[src/rtl/sap_pkg.sv]
// Shared definitions for the SAP microsequencer: opcodes, control-word bit map,
// masks used for memory wait words and the sequencer state type.
package sap_pkg;

    localparam int CTRL_BITS = 18;

    // Control word bit positions, MSB first in the order the datapath lists them.
    localparam int C_PC_OUT  = 17;
    localparam int C_PC_INC  = 16;
    localparam int C_JMP     = 15;
    localparam int C_ACC_IN  = 14;
    localparam int C_ACC_OUT = 13;
    localparam int C_MAR_IN  = 12;
    localparam int C_RAM_OUT = 11;
    localparam int C_RAM_IN  = 10;
    localparam int C_ALU_OUT = 9;
    localparam int C_ADD_SUB = 8;
    localparam int C_XOR_NOT = 7;
    localparam int C_ALU0    = 6;
    localparam int C_ALU1    = 5;
    localparam int C_BR_IN   = 4;
    localparam int C_OPR_IN  = 3;
    localparam int C_IR_IN   = 2;
    localparam int C_IR_OUT  = 1;
    localparam int C_HLT     = 0;

    localparam logic [3:0] OP_NOP = 4'b0000;
    localparam logic [3:0] OP_LDA = 4'b0001;
    localparam logic [3:0] OP_LDI = 4'b0010;
    localparam logic [3:0] OP_STA = 4'b0011;
    localparam logic [3:0] OP_ADD = 4'b0100;
    localparam logic [3:0] OP_SUB = 4'b0101;
    localparam logic [3:0] OP_AND = 4'b0110;
    localparam logic [3:0] OP_OR  = 4'b0111;
    localparam logic [3:0] OP_XOR = 4'b1000;
    localparam logic [3:0] OP_NOT = 4'b1001;
    localparam logic [3:0] OP_JMP = 4'b1010;
    localparam logic [3:0] OP_JZ  = 4'b1011;
    localparam logic [3:0] OP_JC  = 4'b1100;
    localparam logic [3:0] OP_UND = 4'b1101;
    localparam logic [3:0] OP_OUT = 4'b1110;
    localparam logic [3:0] OP_HLT = 4'b1111;

    typedef logic [CTRL_BITS-1:0] ctrlWord_t;

    function automatic ctrlWord_t ctrlBit(input int idx);
        return ctrlWord_t'(1) << idx;
    endfunction

    // Every register-load strobe; a wait word keeps only the drive/ALU bits.
    localparam ctrlWord_t LOAD_MASK = (ctrlWord_t'(1) << C_ACC_IN) | (ctrlWord_t'(1) << C_BR_IN)
                                    | (ctrlWord_t'(1) << C_IR_IN)  | (ctrlWord_t'(1) << C_MAR_IN)
                                    | (ctrlWord_t'(1) << C_OPR_IN) | (ctrlWord_t'(1) << C_RAM_IN)
                                    | (ctrlWord_t'(1) << C_PC_INC) | (ctrlWord_t'(1) << C_JMP);
    localparam ctrlWord_t RAM_MASK  = (ctrlWord_t'(1) << C_RAM_OUT) | (ctrlWord_t'(1) << C_RAM_IN);

    typedef enum logic {SEQ_RUN, SEQ_HALT} seqState_t;

endpackage

[src/rtl/sap_microcode_rom.sv]
// Combinational microcode table: (opcode, step, flags) -> control word and end-of-instruction flag.
module sap_microcode_rom
    import sap_pkg::*;
#(
    parameter int OPCODE_W  = 4,
    parameter int STEP_W    = 3,
    parameter int MAX_STEPS = 5
) (
    input  logic [OPCODE_W-1:0] opcode,
    input  logic [STEP_W-1:0]   step,
    input  logic                zero_flag,
    input  logic                carry_flag,
    output ctrlWord_t           ctrl_word,
    output logic                end_flag
);

    logic tableEnd;

    // Opcodes compare at full width, so any set bit above the 4-bit map falls to NOP.
    always_comb begin
        ctrl_word = '0;
        tableEnd  = 1'b0;
        case (step)
            STEP_W'(0): ctrl_word = ctrlBit(C_PC_OUT) | ctrlBit(C_MAR_IN);
            STEP_W'(1): ctrl_word = ctrlBit(C_RAM_OUT) | ctrlBit(C_IR_IN) | ctrlBit(C_PC_INC);
            STEP_W'(2): begin
                case (opcode)
                    OPCODE_W'(OP_LDA), OPCODE_W'(OP_STA), OPCODE_W'(OP_ADD), OPCODE_W'(OP_SUB),
                    OPCODE_W'(OP_AND), OPCODE_W'(OP_OR), OPCODE_W'(OP_XOR):
                        ctrl_word = ctrlBit(C_IR_OUT) | ctrlBit(C_MAR_IN);
                    OPCODE_W'(OP_LDI): begin
                        ctrl_word = ctrlBit(C_IR_OUT) | ctrlBit(C_ACC_IN);
                        tableEnd  = 1'b1;
                    end
                    OPCODE_W'(OP_NOT): begin
                        ctrl_word = ctrlBit(C_ALU_OUT) | ctrlBit(C_ACC_IN) | ctrlBit(C_ALU1)
                                  | ctrlBit(C_ALU0) | ctrlBit(C_XOR_NOT);
                        tableEnd  = 1'b1;
                    end
                    OPCODE_W'(OP_JMP): begin
                        ctrl_word = ctrlBit(C_IR_OUT) | ctrlBit(C_JMP);
                        tableEnd  = 1'b1;
                    end
                    OPCODE_W'(OP_JZ): begin
                        ctrl_word = zero_flag ? (ctrlBit(C_IR_OUT) | ctrlBit(C_JMP)) : '0;
                        tableEnd  = 1'b1;
                    end
                    OPCODE_W'(OP_JC): begin
                        ctrl_word = carry_flag ? (ctrlBit(C_IR_OUT) | ctrlBit(C_JMP)) : '0;
                        tableEnd  = 1'b1;
                    end
                    OPCODE_W'(OP_OUT): begin
                        ctrl_word = ctrlBit(C_ACC_OUT) | ctrlBit(C_OPR_IN);
                        tableEnd  = 1'b1;
                    end
                    OPCODE_W'(OP_HLT): begin
                        ctrl_word = ctrlBit(C_HLT);
                        tableEnd  = 1'b1;
                    end
                    default: tableEnd = 1'b1;
                endcase
            end
            STEP_W'(3): begin
                case (opcode)
                    OPCODE_W'(OP_LDA): begin
                        ctrl_word = ctrlBit(C_RAM_OUT) | ctrlBit(C_ACC_IN);
                        tableEnd  = 1'b1;
                    end
                    OPCODE_W'(OP_STA): begin
                        ctrl_word = ctrlBit(C_ACC_OUT) | ctrlBit(C_RAM_IN);
                        tableEnd  = 1'b1;
                    end
                    OPCODE_W'(OP_ADD), OPCODE_W'(OP_SUB), OPCODE_W'(OP_AND),
                    OPCODE_W'(OP_OR), OPCODE_W'(OP_XOR):
                        ctrl_word = ctrlBit(C_RAM_OUT) | ctrlBit(C_BR_IN);
                    default: tableEnd = 1'b1;
                endcase
            end
            STEP_W'(4): begin
                tableEnd = 1'b1;
                case (opcode)
                    OPCODE_W'(OP_ADD): ctrl_word = ctrlBit(C_ALU_OUT) | ctrlBit(C_ACC_IN);
                    OPCODE_W'(OP_SUB): ctrl_word = ctrlBit(C_ALU_OUT) | ctrlBit(C_ACC_IN) | ctrlBit(C_ADD_SUB);
                    OPCODE_W'(OP_AND): ctrl_word = ctrlBit(C_ALU_OUT) | ctrlBit(C_RAM_IN) | ctrlBit(C_ALU0);
                    OPCODE_W'(OP_OR):  ctrl_word = ctrlBit(C_ALU_OUT) | ctrlBit(C_RAM_IN) | ctrlBit(C_ALU1);
                    OPCODE_W'(OP_XOR): ctrl_word = ctrlBit(C_ALU_OUT) | ctrlBit(C_RAM_IN)
                                                 | ctrlBit(C_ALU0) | ctrlBit(C_ALU1);
                    default: ctrl_word = '0;
                endcase
            end
            default: tableEnd = 1'b1;
        endcase
        end_flag = tableEnd || (step >= STEP_W'(MAX_STEPS - 1));
    end

endmodule

[src/rtl/sap_microsequencer.sv]
// Step sequencer for the SAP bus datapath: issues one registered control word per falling edge,
// stretching RAM steps with wait words and latching a sticky halt.
module sap_microsequencer
    import sap_pkg::*;
#(
    parameter int OPCODE_W  = 4,
    parameter int STEP_W    = 3,
    parameter int MAX_STEPS = 5,
    parameter int CTRL_W    = 18
) (
    input  logic                clock,
    input  logic                reset,
    input  logic [OPCODE_W-1:0] instrucao,
    input  logic                zero_flag,
    input  logic                carry_flag,
    input  logic                mem_ready,
    output logic [CTRL_W-1:0]   ctrl,
    output logic [STEP_W-1:0]   step,
    output logic                instr_done,
    output logic                halted
);

    seqState_t         state_q, state_d;
    logic [STEP_W-1:0] issueStep_q, issueStep_d;
    logic [CTRL_W-1:0] ctrl_q, ctrl_d;
    logic [STEP_W-1:0] step_q, step_d;
    logic              done_q, done_d;

    ctrlWord_t romWord;
    logic      romEnd;
    logic      needWait;

    sap_microcode_rom #(
        .OPCODE_W  (OPCODE_W),
        .STEP_W    (STEP_W),
        .MAX_STEPS (MAX_STEPS)
    ) u_rom (
        .opcode     (instrucao),
        .step       (issueStep_q),
        .zero_flag  (zero_flag),
        .carry_flag (carry_flag),
        .ctrl_word  (romWord),
        .end_flag   (romEnd)
    );

    assign needWait = (|(romWord & RAM_MASK)) && !mem_ready;

    // issueStep_q is the step the next edge will issue; step_q is what is on the bus now.
    always_comb begin
        state_d     = state_q;
        issueStep_d = issueStep_q;
        ctrl_d      = ctrl_q;
        step_d      = step_q;
        done_d      = 1'b0;
        case (state_q)
            SEQ_RUN: begin
                step_d = issueStep_q;
                if (needWait) begin
                    ctrl_d = CTRL_W'(romWord & ~LOAD_MASK);
                end else begin
                    ctrl_d      = CTRL_W'(romWord);
                    done_d      = romEnd;
                    issueStep_d = romEnd ? '0 : issueStep_q + STEP_W'(1);
                    if (romWord[C_HLT]) begin
                        state_d = SEQ_HALT;
                    end
                end
            end
            SEQ_HALT: ctrl_d = CTRL_W'(ctrlBit(C_HLT));
            default:  state_d = SEQ_RUN;
        endcase
    end

    always_ff @(negedge clock) begin
        if (reset) begin
            state_q     <= SEQ_RUN;
            issueStep_q <= '0;
            ctrl_q      <= '0;
            step_q      <= '0;
            done_q      <= 1'b0;
        end else begin
            state_q     <= state_d;
            issueStep_q <= issueStep_d;
            ctrl_q      <= ctrl_d;
            step_q      <= step_d;
            done_q      <= done_d;
        end
    end

    assign ctrl       = ctrl_q;
    assign step       = step_q;
    assign instr_done = done_q;
    assign halted     = (state_q == SEQ_HALT);

endmodule
[config.mk]
export PLATFORM = sky130hd
export DESIGN_NAME = sap_microsequencer
export DESIGN_NICKNAME = d
export VERILOG_FILES = /design/src/rtl/sap_pkg.sv /design/src/rtl/sap_microcode_rom.sv /design/src/rtl/sap_microsequencer.sv
export SDC_FILE = /design/constraint.sdc
export NUM_CORES = 1
export LEC_CHECK = 0
export CAP_MARGIN = 15
export CELL_PAD_IN_SITES_DETAIL_PLACEMENT = 0
export CELL_PAD_IN_SITES_GLOBAL_PLACEMENT = 1
export CORE_ASPECT_RATIO = 0.75
export CORE_MARGIN = 5
export CORE_UTILIZATION = 38
export CTS_CLUSTER_DIAMETER = 200
export DETAILED_ROUTE_END_ITERATION = 10
export PLACE_DENSITY = 0.81
export SLEW_MARGIN = 30
export SYNTH_ARGS = -nofsm -noshare
export SYNTH_HDL_FRONTEND = slang
export SYNTH_SLANG_ARGS = --single-unit
[constraint.sdc]
create_clock -name clock -period 3.6 [get_ports clock]
set_clock_uncertainty 0.15 [all_clocks]
set_input_delay 0.9 -clock clock [delete_from_list [all_inputs] [get_ports clock]]
set_output_delay 0.9 -clock clock [all_outputs]
set_load 0.01 [all_outputs]
# Yosys cells after proc, flatten, opt, wreduce, memory -nomap -nowiden
# Index checks and enable logic that the tools add are counted.
word_totals:
  word_cells: 52
  regBits: 26
  inputBits: 9
  output_inout_bits: 23
op_classes:
  add_sub_neg: 1
  eq_ne: 18
  muxes: 15
  bitwise: 2
  reduce_logical: 10
  magnitude_cmp: 1
ops:
  columns: ["op", "n"]
  rows:
  - ["$pmux 18 s8", 1]
  - ["$pmux 18 s5", 1]
  - ["$pmux 15 s5", 1]
  - ["$pmux 15 s3", 1]
  - ["$pmux 18 s2", 1]
  - ["$mux 16", 2]
  - ["$eq 4x4->1 const B", 7]
  - ["$mux 17", 1]
  - ["$eq 4x3->1 const B", 4]
  - ["$eq 4x2->1 const B", 2]
  - ["$reduce_or 7->1", 1]
  - ["$eq 3x2->1 const B", 2]
  - ["$mux 1", 5]
  - ["$reduce_or 5->1", 1]
  - ["$eq 4x1->1 const B", 1]
  - ["$reduce_or 2->1", 2]
  - ["$add 3x1->3 const B", 1]
  - ["$eq 3x1->1 const B", 1]
  - ["$eq 3x3->1 const B", 1]
  - ["$ge 3x3->1 const B", 1]
  - ["$logic_not 3->1", 1]
  - ["$mux 3", 1]
  - ["$pmux 1 s3", 1]
  - ["$reduce_or 3->1", 1]
  - ["5 further kinds", 6]

# Logic depth before layout (Yosys ltp)
# Gate-level depths: netlist of the first run.
logic_depth:
  depth_word: 8
  ltp_mapped: 6
  depth_no_buf: 6

# Modules after synthesis
# Synthesis of the first run repeated with hierarchy kept, for this count alone.
hier_totals:
  hier_cells: 142
  area_unflattened_um2: 1253.7
by_module_without_submodules:
  columns: ["mod", "seq_area_each_um2", "area_each_um2", "cells_per_inst", "instances"]
  rows:
  - ["sap_microsequencer", 520.5, 810.8, 72, 1]
  - ["sap_microcode_rom", 0.0, 442.9, 70, 1]

==> impl_metrics.py, run 1 <==
metrics = {
    "outcome": {
        "status": "finished with violations",
        "violations": "negative setup slack",
    },
    "drt": {
        "vias": 1367,
        "drtIter0Drc": 69,
        "ant_nets": 0,
        "finalWirelength_um": 3540,
        "viasPerCell": 5.24,
        "wl_per_cell_um": 13.6,
        "drcViolationCount": 0,
        "drt_pass1_iterations": 4,
    },
    "global_route": {
        "antenna_found_initial": 0,
        "grtUsageTotal": 0.157,
        "grt_pass1_wl_um": 5880,
        "grt_overflow": 0,
        "grt_start_max_net_pins": 18,
        "grt_pass1_vias": 1366,
    },
    "worst_hold_path": {
        "whs_path_depth": 2,
        "hp-class": "flop to flop",
        "min_from": "step[2]",
    },
    "synthesis": {
        "synth_top_area_cell": "dfxtp_1",
        "synth.area.top_cells": "dfxtp_1, nor2_1, ha_1",
        "yosysWarningCount": 0,
        "synth-edff-count": 0,
        "async_reset_ff_frac": 0,
        "ys_types": 44,
        "syn-num-nets": 157,
        "synth_seq_cells": 25,
        "synth-seq-area-share": 0.402,
        "syn_area_mm2": 0.00124,
        "synth_ff_type": "dfxtp_1",
        "avgSynthCellArea_um2": 8.71,
        "yosysTopAreaCellShare": 0.402,
        "syn_inst": 143,
    },
    "power": {
        "finalPower_mw": 1.02,
        "p_leak_nw": 0.950,
        "power.density_mw_per_mm2": 502,
        "ir_worst_vdd_uv": 285,
    },
    "timing": {
        "slew_headroom": 0.730,
        "rsz0062_at_grt": "true",
        "finalHoldViolations": 0,
        "finalSetupViolations": 39,
        "tightest_slew_ns": 0.406,
        "hold_ws_ns": 0.348,
        "fin_ws_ns": -0.437,
        "slew_viol_final": 0,
    },
    "clocking": {
        "clock_latency_ns": 0.35,
        "cts_buffers": 3,
        "cts_tree": "done",
        "cts.htree.levels": 1,
        "clk_pin_slew_worst_paths_ns": 0.03,
        "clock-sinks": 25,
        "cts-root-buf": "clkbuf_8",
        "cts_buffer_depth": 2,
    },
    "worst_setup_path": {
        "crit_fanout": 6,
        "ff2ff_path_depth": 6,
        "setup.worst_path.start_class": "input port",
        "criticalPathCategory": "input port to flop",
        "crit_start": "instrucao[0]",
        "end_kind": "flop",
        "r2r-start": "issueStep_q[2]",
        "cp.arrival_ns": 2.31,
        "worstPathRequired_ns": 1.88,
    },
    "placement": {
        "detailed_place_hpwl_um": 2430,
        "place_ws_ns": -1.15,
        "port_buffers": 31,
        "place_congestion": 0.804,
    },
    "finish": {
        "nNetsFinal": 236,
        "area_growth_pct": 62.9,
        "drive_gt1_frac": 0.425,
        "diodes": 0,
    },
    "floorplan": {
        "die_h_um": 59.6,
        "start_util": 0.387,
        "pin_count": 32,
        "fp-row-count": 18,
        "die-area_mm2": 0.00453,
        "core_area_mm2": 0.00322,
        "die_w_um": 76.1,
    },
    "flow_run": {
        "cap_violations": 0,
    },
}
metal layers:
| metal | vias to the layer above | GRT usage | share of wire |
|---|---|---|---|
| met2 | 40 | 0.245 | 0.51 |
| met1 | 659 | 0.180 | 0.42 |
| met4 | 0 | 0.0848 | 0.0065 |
| met3 | 4 | 0.0745 | 0.057 |
| li1 | 664 | - | - |
| met5 | - | 0 | 0 |
cells in the final DEF, fill, tap and decap left out, types with 2 or more instances in the layout:
| master | synthesis | routed |
|---|---|---|
| nand4b_1 | 2 | 2 |
| buf_4 | 1 | 20 |
| and3_1 | 2 | 2 |
| clkbuf_8 | 0 | 3 |
| nand2_1 | 9 | 9 |
| nand3_1 | 2 | 2 |
| a21oi_2 | 0 | 3 |
| nor3_2 | 0 | 4 |
| nor2b_1 | 3 | 3 |
| buf_6 | 2 | 23 |
| nor2_4 | 0 | 2 |
| dfxtp_1 | 25 | 14 |
| nand2b_1 | 4 | 4 |
| buf_2 | 1 | 13 |
| inv_1 | 7 | 31 |
| a21oi_1 | 5 | 2 |
| o22ai_2 | 0 | 4 |
| o21ai_0 | 7 | 5 |
| a21o_1 | 3 | 3 |
| clkdlybuf4s50_1 | 0 | 3 |
| mux2i_1 | 3 | 3 |
| nor2_1 | 19 | 17 |
| ha_1 | 5 | 5 |
| o2111ai_1 | 2 | 2 |
| dfxtp_2 | 0 | 11 |
registers in the layout, indices dropped and copies added, names as in the netlist:
name / flops
instr_done: 1
halted: 1
ctrl: 17
issueStep_q: 3
step: 3
per-stage QoR:
stage	util	cell area (um2)	setup TNS, ns	instances
4_1_cts	0.576	1860	-5.50	257
2_1_floorplan	-	1290	-9.52	143
5_1_grt	0.630	2030	-6.60	261
3_3_place_gp	0.543	1750	-20.62	227
6_report	0.630	2030	-5.62	261
3_5_place_dp	0.543	1750	-21.24	227
critical path, cell delays in order:
cell     delay, ns
buf_6         0.09
or4b_4        0.57
a21o_1        0.21
a41oi_4       0.30
and4b_1       0.24
cell families (layout without fill, tap and decap cells):
group,Yosys count,in the layout,synth area share
simple gates,56,56,0.240
compound gates,36,36,0.213
flops,25,25,0.402
buf+inv,18,96,0.0703
fa+ha+maj,5,5,0.0503
mux,3,3,0.0241
final cells by class:
| class | instances | area (um2) |
|---|---|---|
| well taps | 40 | 50.0 |
| clock buffers | 3 | 41.3 |
| fillers | 294 | 1190 |
| inverters | 7 | 26.3 |
| multi-input cells | 100 | 781 |
| repair buffers | 60 | 513 |
| flip-flops and latches | 25 | 514 |
| clock inverters | 26 | 103 |
where the power goes:
group	switching [mW]	internal, mW	total, mW
logic	0.194	0.192	0.386
registers	0.0263	0.323	0.350
clock network	0.166	0.116	0.282
total	0.387	0.631	1.02
cells in the mapped netlist (2+ instances only):
cell type / instances
nor3_1: 5
buf_6: 2
o22ai_1: 5
nor2_1: 19
nand3_1: 2
inv_1: 7
ha_1: 5
a21o_1: 3
nand2_1: 9
mux2i_1: 3
a21oi_1: 5
o21ai_0: 7
nor2b_1: 3
or3_1: 2
nand4b_1: 2
clkbuf_1: 6
o31ai_1: 2
and3_1: 2
o2111ai_1: 2
dfxtp_1: 25
nand2b_1: 4
worst paths after layout:
| check | to | slack [ns] |
|---|---|---|
| setup / recovery | ctrl[15] | -0.44 |
| hold reg to reg | step[2] | 0.35 |
| hold / removal | step[2] | 0.35 |
| setup reg to reg | issueStep_q[2] | 1.24 |
what timing repair did:
item,in CTS,in global routing
gates resized for setup,132,33
hold buffers,0,0
setup buffers,2,4
setup endpoints to repair,45,41
pin swaps,6,5
Power figures use the tool's default switching activity.
==> inputs of run 2 (changes only) <==
- ABC_CLOCK_PERIOD_IN_PS: default -> 3600
==> results of run 2 <==
Same layout as run 1: the final DEF is identical, and so are final timing and power.
